[config.mk]
export PLATFORM = sky130hd
export DESIGN_NAME = if_fetch_stage
export DESIGN_NICKNAME = d
export VERILOG_FILES = /design/src/rtl/if_fetch_stage.sv
export SDC_FILE = /design/constraint.sdc
export NUM_CORES = 1
export LEC_CHECK = 0
export ABC_AREA = 1
export CAP_MARGIN = 30
export CELL_PAD_IN_SITES_DETAIL_PLACEMENT = 0
export CELL_PAD_IN_SITES_GLOBAL_PLACEMENT = 2
export CORE_ASPECT_RATIO = 1.5
export CORE_MARGIN = 3
export CORE_UTILIZATION = 31
export DETAILED_ROUTE_END_ITERATION = 8
export GPL_ROUTABILITY_DRIVEN = 1
export PLACE_DENSITY = 0.87
export SETUP_SLACK_MARGIN = 0.15
export SLEW_MARGIN = 20
export SYNTH_ARGS = -nofsm -noshare
export SYNTH_HDL_FRONTEND = slang
export SYNTH_SLANG_ARGS = --single-unit
[constraint.sdc]
create_clock -name clk -period 9 [get_ports clk]
set_clock_uncertainty 0.2 [all_clocks]
set_input_delay 1.8 -clock clk [delete_from_list [all_inputs] [get_ports clk]]
set_output_delay 1.8 -clock clk [all_outputs]
set_load 0.03 [all_outputs]
[src/rtl/if_fetch_stage.sv]
// IF stage: owns the PC, fetches over imem req/ack and drives the {pc, ir, npc, valid} output slot.
// Latency: an accepted request (req & ack) in cycle N shows as if_valid=1 in cycle N+1.
// Backpressure: stall holds a valid slot; a word accepted while the slot is blocked parks in a 1-entry skid.
// Optional fetch-address alignment exception when IF_ALIGN_CHECK_EN is defined.
module if_fetch_stage #(
  parameter logic [31:0] RESET_PC  = 32'h0000_0000,
  parameter logic [31:0] NOP_INSTR = 32'h0000_0000
) (
  input  logic        clk,
  input  logic        reset,
  input  logic        stall,
  input  logic        br_taken,
  input  logic [31:0] br_target,
  output logic        imem_req,
  output logic [31:0] imem_addr,
  input  logic        imem_ack,
  input  logic [31:0] imem_rdata,
  output logic        if_valid,
  output logic [31:0] if_pc,
  output logic [31:0] if_ir,
  output logic [31:0] if_npc,
  output logic        if_exc
);

`ifdef IF_ALIGN_CHECK_EN
  typedef enum logic [2:0] {S_RUN, S_WAIT, S_SKID, S_DROP, S_HALT} state_t;
`else
  typedef enum logic [1:0] {S_RUN, S_WAIT, S_SKID, S_DROP} state_t;
`endif

  state_t      state, state_nxt;
  logic [31:0] pc;
  logic [31:0] drop_addr;   // address of the abandoned request still owed an ack
  logic [31:0] skid_pc;     // skid occupancy is implied by state == S_SKID
  logic [31:0] skid_ir;
  logic [31:0] tgt_aligned;
  logic        slot_free;
  logic        ld_fetch;
  logic        ld_skid;
  logic        unld_skid;
  logic        pc_inc;
  logic        br_misaligned;

  assign slot_free   = !if_valid || !stall;
  assign tgt_aligned = br_target & ~32'h3;

`ifdef IF_ALIGN_CHECK_EN
  assign br_misaligned = br_taken && (br_target[1:0] != 2'b00);
`else
  assign br_misaligned = 1'b0;
`endif

  // State register
  always_ff @(posedge clk or posedge reset) begin
    if (reset) state <= S_RUN;
    else       state <= state_nxt;
  end

  // Next state, memory request and datapath strobes; redirect outranks stall and ack
  always_comb begin
    state_nxt = state;
    imem_req  = 1'b0;
    imem_addr = pc;
    ld_fetch  = 1'b0;
    ld_skid   = 1'b0;
    unld_skid = 1'b0;
    pc_inc    = 1'b0;
    case (state)
      S_RUN: begin
        imem_req = slot_free;
        if (br_taken) begin
          state_nxt = S_RUN;
        end else if (slot_free && imem_ack) begin
          ld_fetch = 1'b1;
          pc_inc   = 1'b1;
        end else if (slot_free) begin
          state_nxt = S_WAIT;
        end
      end
      S_WAIT: begin
        imem_req = 1'b1;
        if (br_taken) begin
          state_nxt = imem_ack ? S_RUN : S_DROP;
        end else if (imem_ack) begin
          pc_inc = 1'b1;
          if (slot_free) begin
            ld_fetch  = 1'b1;
            state_nxt = S_RUN;
          end else begin
            ld_skid   = 1'b1;
            state_nxt = S_SKID;
          end
        end
      end
      S_SKID: begin
        if (br_taken) begin
          state_nxt = S_RUN;
        end else if (slot_free) begin
          unld_skid = 1'b1;
          state_nxt = S_RUN;
        end
      end
      S_DROP: begin
        // keep presenting the old address until the memory acks it; the word is thrown away
        imem_req  = 1'b1;
        imem_addr = drop_addr;
        if (imem_ack) state_nxt = S_RUN;
      end
`ifdef IF_ALIGN_CHECK_EN
      S_HALT: begin
        if (br_taken && !br_misaligned) state_nxt = S_RUN;
      end
`endif
      default: state_nxt = S_RUN;
    endcase
`ifdef IF_ALIGN_CHECK_EN
    if (br_misaligned) state_nxt = S_HALT;
`endif
    if (reset) imem_req = 1'b0;
  end

  // PC, skid entry and output slot
  always_ff @(posedge clk or posedge reset) begin
    if (reset) begin
      pc        <= RESET_PC;
      drop_addr <= RESET_PC;
      skid_pc   <= RESET_PC;
      skid_ir   <= NOP_INSTR;
      if_valid  <= 1'b0;
      if_pc     <= RESET_PC;
      if_ir     <= NOP_INSTR;
      if_npc    <= RESET_PC + 32'd4;
    end else if (br_taken) begin
      pc       <= tgt_aligned;
      if_valid <= 1'b0;
      if_ir    <= NOP_INSTR;
      if (state == S_WAIT && !imem_ack) drop_addr <= pc;
      if (br_misaligned) begin
        // faulting target is reported through the slot instead of being fetched
        if_valid <= 1'b1;
        if_pc    <= br_target;
        if_npc   <= br_target + 32'd4;
      end
    end else begin
      if (pc_inc) pc <= pc + 32'd4;
      if (ld_skid) begin
        skid_pc <= pc;
        skid_ir <= imem_rdata;
      end
      if (ld_fetch) begin
        if_valid <= 1'b1;
        if_pc    <= pc;
        if_ir    <= imem_rdata;
        if_npc   <= pc + 32'd4;
      end else if (unld_skid) begin
        if_valid <= 1'b1;
        if_pc    <= skid_pc;
        if_ir    <= skid_ir;
        if_npc   <= skid_pc + 32'd4;
      end else if (if_valid && !stall) begin
        if_valid <= 1'b0;
        if_ir    <= NOP_INSTR;
      end
    end
  end

`ifdef IF_ALIGN_CHECK_EN
  // Exception flag rides with the slot: set by a misaligned redirect, cleared when that slot leaves
  always_ff @(posedge clk or posedge reset) begin
    if (reset)                      if_exc <= 1'b0;
    else if (br_taken)              if_exc <= br_misaligned;
    else if (ld_fetch || unld_skid) if_exc <= 1'b0;
    else if (if_valid && !stall)    if_exc <= 1'b0;
  end
`else
  assign if_exc = 1'b0;
`endif

endmodule

# Yosys cells after proc, flatten, opt, wreduce, memory -nomap -nowiden

Cells that the tools add are included.
Widths: inputs -> output; s select.

Reductions and logical operators: 16
Add/subtract/negate cells: 2
Divide/modulo/power cells: 0
Shift operators: 0
$mul: 0
Magnitude comparators: 0
Eq/ne operators: 8
Multiplexer cells: 43
Bitwise logic cells: 1

Operators with widths:

| kind                  | number |
|---|---|
| $mux 32               | 11 |
| $add 32x3->32 const B | 2 |
| $mux 2                | 10 |
| $mux 1                | 18 |
| $ne 3x3->1 const B    | 4 |
| $pmux 2 s4            | 1 |
| $pmux 1 s2            | 3 |
| $reduce_and 2->1      | 3 |
| $reduce_and 5->1      | 1 |
| $eq 2x2->1 const B    | 2 |
| $reduce_bool 2->1     | 2 |
| $reduce_bool 4->1     | 1 |
| $logic_and 1x1->1     | 3 |
| $logic_not 1->1       | 3 |
| $eq 2x1->1 const B    | 1 |
| $logic_not 2->1       | 1 |
| $ne 2x2->1 const B    | 1 |
| $reduce_or 2->1       | 1 |
| $logic_or 1x1->1      | 1 |
| $not 1->1             | 1 |

Memory bits (read-only): 0
Output and inout port bits: 131
Memories: 0
Latch bits: 0
Flip-flop bits (word level): 227
Bits in writable memories: 0
Word-level logic and storage cells: 79
Input port bits: 69

# Depth between registers and ports, before layout

Gate-level depths: netlist (run 1).

Depth after elaboration: 8
Depth in mapped cells: 12

# Worst setup path before layout (run 1)

Ideal clock, no wire load.

Path type: input-to-output
Start: in stall
End: out imem_req
Stages on the path: 3
Setup slack: 4243 ps
Arrival: 2757 ps
Required time: 7000 ps
Cell sequence: nand2_2 -> inv_2 -> a211oi_1

Word-level cells in the longest chain between the ends: 4

Ends and longest elaborated chain:

| element          | RTL line | RTL |
|---|---|---|
| from (decl)      | 11       | `input logic stall,` |
| $logic_not 1->1  | 44       | `assign slot_free = !if_valid \|\| !stall;` |
| $logic_or 1x1->1 | 44       |  |
| $pmux 1 s2       | 68       | `case (state)` |
| $mux 1           | 119      | `if (reset) imem_req = 1'b0;` |
| to (decl)        | 14       | `output logic imem_req,` |

Every way passes these cells.

# Worst setup path after layout (run 1)

Same ends and word-level chain as after synthesis.

==> results.cfg, run 1 <==
[sta]
rsz0062_at_grt = false
timing.setup.tns_ns = 0
max-slew-margin-rel_pct = 34.3
timing.final.max_slew_violations = 0
finalSetupViolCount = 0
min_period_ns = 5.49
worst_slew_pin_slew_ns = 0.985
achievable_clock_frequency_ghz = 0.182
report.final.hold_viol_count = 0
finalCritPeriodShare_pct = 61.0

[worst_hold_path]
hold_path_startpoint = if_npc[19]$_DFFE_PP0P_
tightest_hold_check_type = reg2reg
hold_depth = 2
whs_endpoint = if_npc[19]$_DFFE_PP0P_

[floorplan]
io-pin-count = 200
die_area_sq_mm = 0.0377
initial_core_util_pct = 31.7
dieHeight_um = 236
design.core.area_sq_mm = 0.0346
die-width_um = 159
row_count = 83

[global_routing]
busiest_layer = met2
vias_in_the_first_global_route = 9366
grt.met2_usage_pct = 32.6
grt_start_max_net_pins = 86
antenna_found_initial = 1
grt_use_met3_pct = 3.95
groute.layer.met1.usage_pct = 22.9
grt_use_total_pct = 18.6
globalRouteOverflowTotal = 0
wire_length_of_the_first_global_routing_pass_mm = 55.4

[synthesis]
yosys_register_bits = 217
syn-mean-instance-area_sq_um = 8.30
synth.most_common_cell = nand2_1
yosysTopAreaCellShare_pct = 49.3
async_flop_share_pct = 100
ys_seq_area_share_pct = 49.6
post_synth_num_cell_types = 39
synth_common_cells = 359 x nand2_1, 216 x dfrtp_1, 161 x inv_1
number_of_synthesized_flops_with_an_enable_pin = 0
warnings_from_yosys = 0
ys_top_cells_by_area = dfrtp_1 49%, nand2_1 12%, inv_1 5.5%, o21ai_0 4.8%, nand3_1 4.0%
syn-instance-count = 1320
synth_top_flop_cell = dfrtp_1
yosysTopAreaCell = dfrtp_1
synth.cell_area_sq_mm = 0.0110

[setup_path]
critical_path.cell_chain = clkdlybuf4s50_1 -> nand2_2 -> inv_2 -> a211oi_1 -> clkdlybuf4s50_1
worst_path_max_delay_cell = clkdlybuf4s50_1
timing.reg2reg.setup_slack_ns = 5.21
rr_startpoint = state[1]$_DFFE_PP0P_
critical-path-top-cell-by-count = clkdlybuf4s50_1
arrival_ns = 3.49
criticalPathCategory = in2out
worst_r2r_endpoint = if_ir[30]$_DFFE_PP0P_
ff2ff_path_depth = 10
startpoint = stall
worst_path_largest_cell_delay_ns = 0.73
crit_path_max_fanout = 6
start_kind = input pin
worstSetupEndpointType = primary output
worst_ep_required_time_ns = 7.00

[route]
drc = 0
postRouteAntennaNets = 0
via_count = 9478
drt-total-wl_mm = 35.8
drt_iter0_markers = 639
first_pass_iteration_count_of_the_detailed_router = 5
detail_route.wl_per_cell_um = 18.3
route.detailed.vias_per_inst = 4.84

[clocking]
cts_resized = 0
cts_setup_buffers = 0
numClockSinks = 217
clk-insertion-delay-late_ns = 0.53
cts.root.buffer_cell = clkbuf_16
cts-hold-fix-buffers = 0
tritoncts = yes
numCtsBuffers = 23
clock_path_buffers = 3
clk_transition_reported_paths_ns = 0.06
htree_levels = 1

[layout]
fin_nets = 1546
drive_gt1_share_pct = 7.37
antenna_cells = 0
areaGrowthSynthToFinish_pct = 27.4

[pwr]
post-layout-total-power_mw = 4.22
power.ir.vdd_worst_uv = 134
static-leakage-power_nw = 6.30
power_density_mw_per_mm2 = 303

[outcome]
outcome = finished, final reports clean

[place]
dp_hpwl_mm = 25.4
gp_congestion = 0.852
port-buffer-count = 190

[run]
max_cap_violations = 0
## stage by stage
stage	cells	hold WS [ns]	area [sq um]	setup slack (ns)	utilization, %
floorplan	1326	0.267	11000	1.07	-
global placement	1916	0.265	13200	2.96	38.0
detailed placement	1917	0.267	13200	2.96	38.1
CTS	1959	0.285	14000	3.48	40.4
global route	1959	0.307	14000	3.24	40.4
finish	1959	0.277	14000	3.51	40.4
## kinds of logic after synthesis
family	synth area share, %
AOI/OAI and AO/OA	14.9
xor gates and xnor gates	1.52
adders and majority gates	0.228
buffers and inverters	9.36
DFF	49.6
muxes	3.97
other	0.0342
and+or+nand+nor	20.4
## cell usage in the layout (no fill, tap or decap), types with 9 or more instances in the layout
master / count
xor2_1: 13
nor2_2: 11
nand3_1: 86
clkbuf_16: 23
clkbuf_8: 9
o221ai_1: 26
mux2_4: 20
a22oi_1: 32
mux2_2: 12
clkdlybuf4s50_1: 190
o21ai_1: 32
o21ai_0: 105
a21oi_1: 15
nand2_1: 359
inv_1: 160
nor2_1: 69
dfrtp_1: 216
o22ai_1: 15
o211ai_1: 27
## final cells by class
cell class | count | area (sq um)
tap | 467 | 584
inverter | 168 | 638
clock buffer | 36 | 714
sequential | 217 | 5430
multi-input combinational | 866 | 4540
timing repair buffer | 199 | 1990
fill | 3500 | 20600
clock inverter | 6 | 62.6
## registers in the layout, indices dropped and copies added, names as in the netlist, 2 cells and up
register / cells
skid_ir: 32
state: 2
drop_addr: 30
skid_pc: 30
if_ir: 32
if_npc: 30
if_pc: 30
pc: 30
## worst max-delay path by stage
stage,end,slack [ns],cells past startpoint
global placement,if_ir[30]$_DFFE_PP0P_,2.96,11
global route,if_ir[30]$_DFFE_PP0P_,3.24,11
CTS,imem_req,3.48,5
floorplan,drop_addr[10]$_DFFE_PP0P_,1.07,1
detailed placement,if_ir[30]$_DFFE_PP0P_,2.96,11
finish,imem_req,3.51,5
## layer usage
layer  vias up  share of wire (%)
met1      4586                 41
met3        49                5.7
met5         -              0.036
li1       4611                  -
met2       230                 51
met4         2                2.7
## critical path, delay by kind of cell
kind	cells	cell delay, ns
AO/OA/AOI/OAI	1	0.22
buffers and inverters	3	1.29
AND/OR/NAND/NOR	1	0.17
## power breakdown
| group | switching (mW) | total [mW] | internal (mW) |
|---|---|---|---|
| registers | 0.282 | 1.61 | 1.33 |
| clock network | 0.409 | 0.983 | 0.574 |
| logic | 0.981 | 1.63 | 0.646 |
| total | 1.67 | 4.22 | 2.55 |
Power figures use the tool's default switching activity.
==> inputs of run 2 (changes only) <==
CORE_UTILIZATION = 28   (was 31)
PLACE_DENSITY = 0.83   (was 0.87)
clock period = 5 ns   (was 9 ns; I/O delays follow)
==> results.cfg, run 2 (synthesized netlist as in run 1, its figures left out) <==
[outcome]
outcome = finished, final reports clean

[layout]
layout_common_cells = 359 x nand2_1, 216 x dfrtp_1, 190 x clkdlybuf4s50_1, 160 x inv_1, 105 x o21ai_0
multiInputGateArea_sq_mm = 0.00454
mostFrequentLayoutCell = nand2_1
fill_cells = 4052
seq_area_sq_mm = 0.00543
layoutNonFillerInstCount = 1996
layout_top_registers = if_ir x32, skid_ir x32
fin_nets = 1553
drive_gt1_share_pct = 8.00
areaGrowthSynthToFinish_pct = 28.9

[setup_path]
critical_path.cell_chain = nand2_1 -> buf_12 -> o21ai_0 -> clkdlybuf4s50_1
worst_r2r_endpoint = pc[14]$_DFFE_PP0P_
criticalPathCategory = reg2out
worst_path_largest_cell_delay_ns = 0.74
timing.reg2reg.setup_slack_ns = 2.49
rr_startpoint = if_valid$_DFFE_PP0P_
ff2ff_path_depth = 7
crit_path_max_fanout = 38
start_kind = flop
worstSetupEndpointType = primary output
path_buf_inv = 2
arrival_ns = 2.86
timing.critical_path.max_delay_family = buffers and inverters
worst_path_max_delay_cell = clkdlybuf4s50_1
worst_ep_required_time_ns = 3.80

[sta]
timing.setup.tns_ns = 0
achievable_clock_frequency_ghz = 0.247
worst_slew_pin_slew_ns = 0.963
report.final.hold_viol_count = 0
finalCritPeriodShare_pct = 81.1
min_period_ns = 4.06
finalSetupViolCount = 0
timing.final.max_slew_violations = 0
max-slew-margin-rel_pct = 35.8
rsz0062_at_grt = false

[global_routing]
grt_use_total_pct = 17.0
groute.layer.met1.usage_pct = 20.0
grt.met2_usage_pct = 30.4
wire_length_of_the_first_global_routing_pass_mm = 55.5
grt_start_max_net_pins = 61
vias_in_the_first_global_route = 9451
grt_use_met3_pct = 3.79
globalRouteOverflowTotal = 0
busiest_layer = met2
antenna_found_initial = 3

[clocking]
cts_setup_buffers = 0
clk_transition_reported_paths_ns = 0.06
tritoncts = yes
numCtsBuffers = 24
htree_levels = 1
clk-insertion-delay-late_ns = 0.54
cts-hold-fix-buffers = 0
clock_path_buffers = 3
cts.root.buffer_cell = clkbuf_16
cts_resized = 0
numClockSinks = 217

[floorplan]
row_count = 88
dieHeight_um = 248
io-pin-count = 200
initial_core_util_pct = 28.4
die_area_sq_mm = 0.0416
design.core.area_sq_mm = 0.0385
die-width_um = 168

[place]
port-buffer-count = 190
gp_congestion = 0.807
dp_hpwl_mm = 26.5
dp.cells = 1951

[route]
first_pass_iteration_count_of_the_detailed_router = 5
drc = 0
route.detailed.vias_per_inst = 4.75
postRouteAntennaNets = 0
detail_route.wl_per_cell_um = 18.0
drt_iter0_markers = 624
drt-total-wl_mm = 35.9
via_count = 9483

[pwr]
power_density_mw_per_mm2 = 547
static-leakage-power_nw = 6.37
power.ir.vdd_worst_uv = 307

[worst_hold_path]
hold_depth = 2
tightest_hold_check_type = reg2reg
whs_endpoint = if_npc[14]$_DFFE_PP0P_
hold_path_startpoint = if_npc[14]$_DFFE_PP0P_

[run]
max_cap_violations = 0
==> run 2: changes by cell type in the layout (fill, tap and decap cells not counted), sizes merged <==
cell      previous run  this run
clkinvlp             0         1
inv                169       168
buf                  9        15
clkbuf              36        30
bufinv               1         3
clkinv               4        10
diode                0         1
==> run 2: worst reg2reg max path, stage by stage (launching register included) <==
cell,delay (ns)
dfrtp_1,0.38
nand2_2,0.12
o211ai_2,0.57
nand2_2,0.45
inv_2,0.42
nand2_1,0.09
o211ai_1,0.11
inv_1,0.06
==> run 2: how the worst max path moves through the flow <==
| stage | startpoint | to | cells past startpoint |
|---|---|---|---|
| floorplan | reset | drop_addr[10]$_DFFE_PP0P_ | 1 |
| global placement | stall | imem_req | 5 |
| detailed placement | stall | imem_req | 5 |
| CTS | state[0]$_DFFE_PP0P_ | imem_addr[11] | 4 |
| global route | state[0]$_DFFE_PP0P_ | imem_addr[10] | 4 |
| finish | state[0]$_DFFE_PP0P_ | imem_addr[9] | 4 |
==> run 2: layout make-up <==
type | count | share of cell area, %
sequential | 217 | 38.5
multi-input combinational | 866 | 32.1
timing repair buffer | 205 | 14.6
clock buffer | 30 | 4.77
inverter | 168 | 4.49
tap | 495 | 4.38
clock inverter | 14 | 1.13
antenna | 1 | 0.0177
==> run 2: where the power goes <==
| part | switching, mW | leakage, nW | internal, mW | total, mW |
|---|---|---|---|---|
| Combinational | 1.76 | 3.21 | 1.17 | 2.93 |
| Sequential | 0.511 | 2.74 | 2.40 | 2.91 |
| Clock | 0.765 | 0.419 | 1.12 | 1.88 |
==> run 2: metrics by stage <==
| stage | total power, mW | setup WS (ns) | hold WS [ns] | utilization [%] | instance area (sq um) |
|---|---|---|---|---|---|
| 3_5_place_dp | 5.90 | 1.06 | 0.269 | 34.5 | 13300 |
| 6_report | 7.72 | 0.944 | 0.278 | 36.7 | 14100 |
| 5_1_grt | 8.22 | 0.735 | 0.305 | 36.6 | 14100 |
| 3_3_place_gp | 5.85 | 1.11 | 0.264 | 34.4 | 13300 |
| 2_1_floorplan | 4.66 | 0.975 | 0.267 | - | 11000 |
| 4_1_cts | 7.83 | 0.816 | 0.284 | 36.6 | 14100 |
==> run 2: routing by layer <==
layer  wire length [um]  up-vias
met5                 27        -
met4               1250        4
met3               2310       60
met2              18300      270
met1              14000     4512
li1                   -     4637
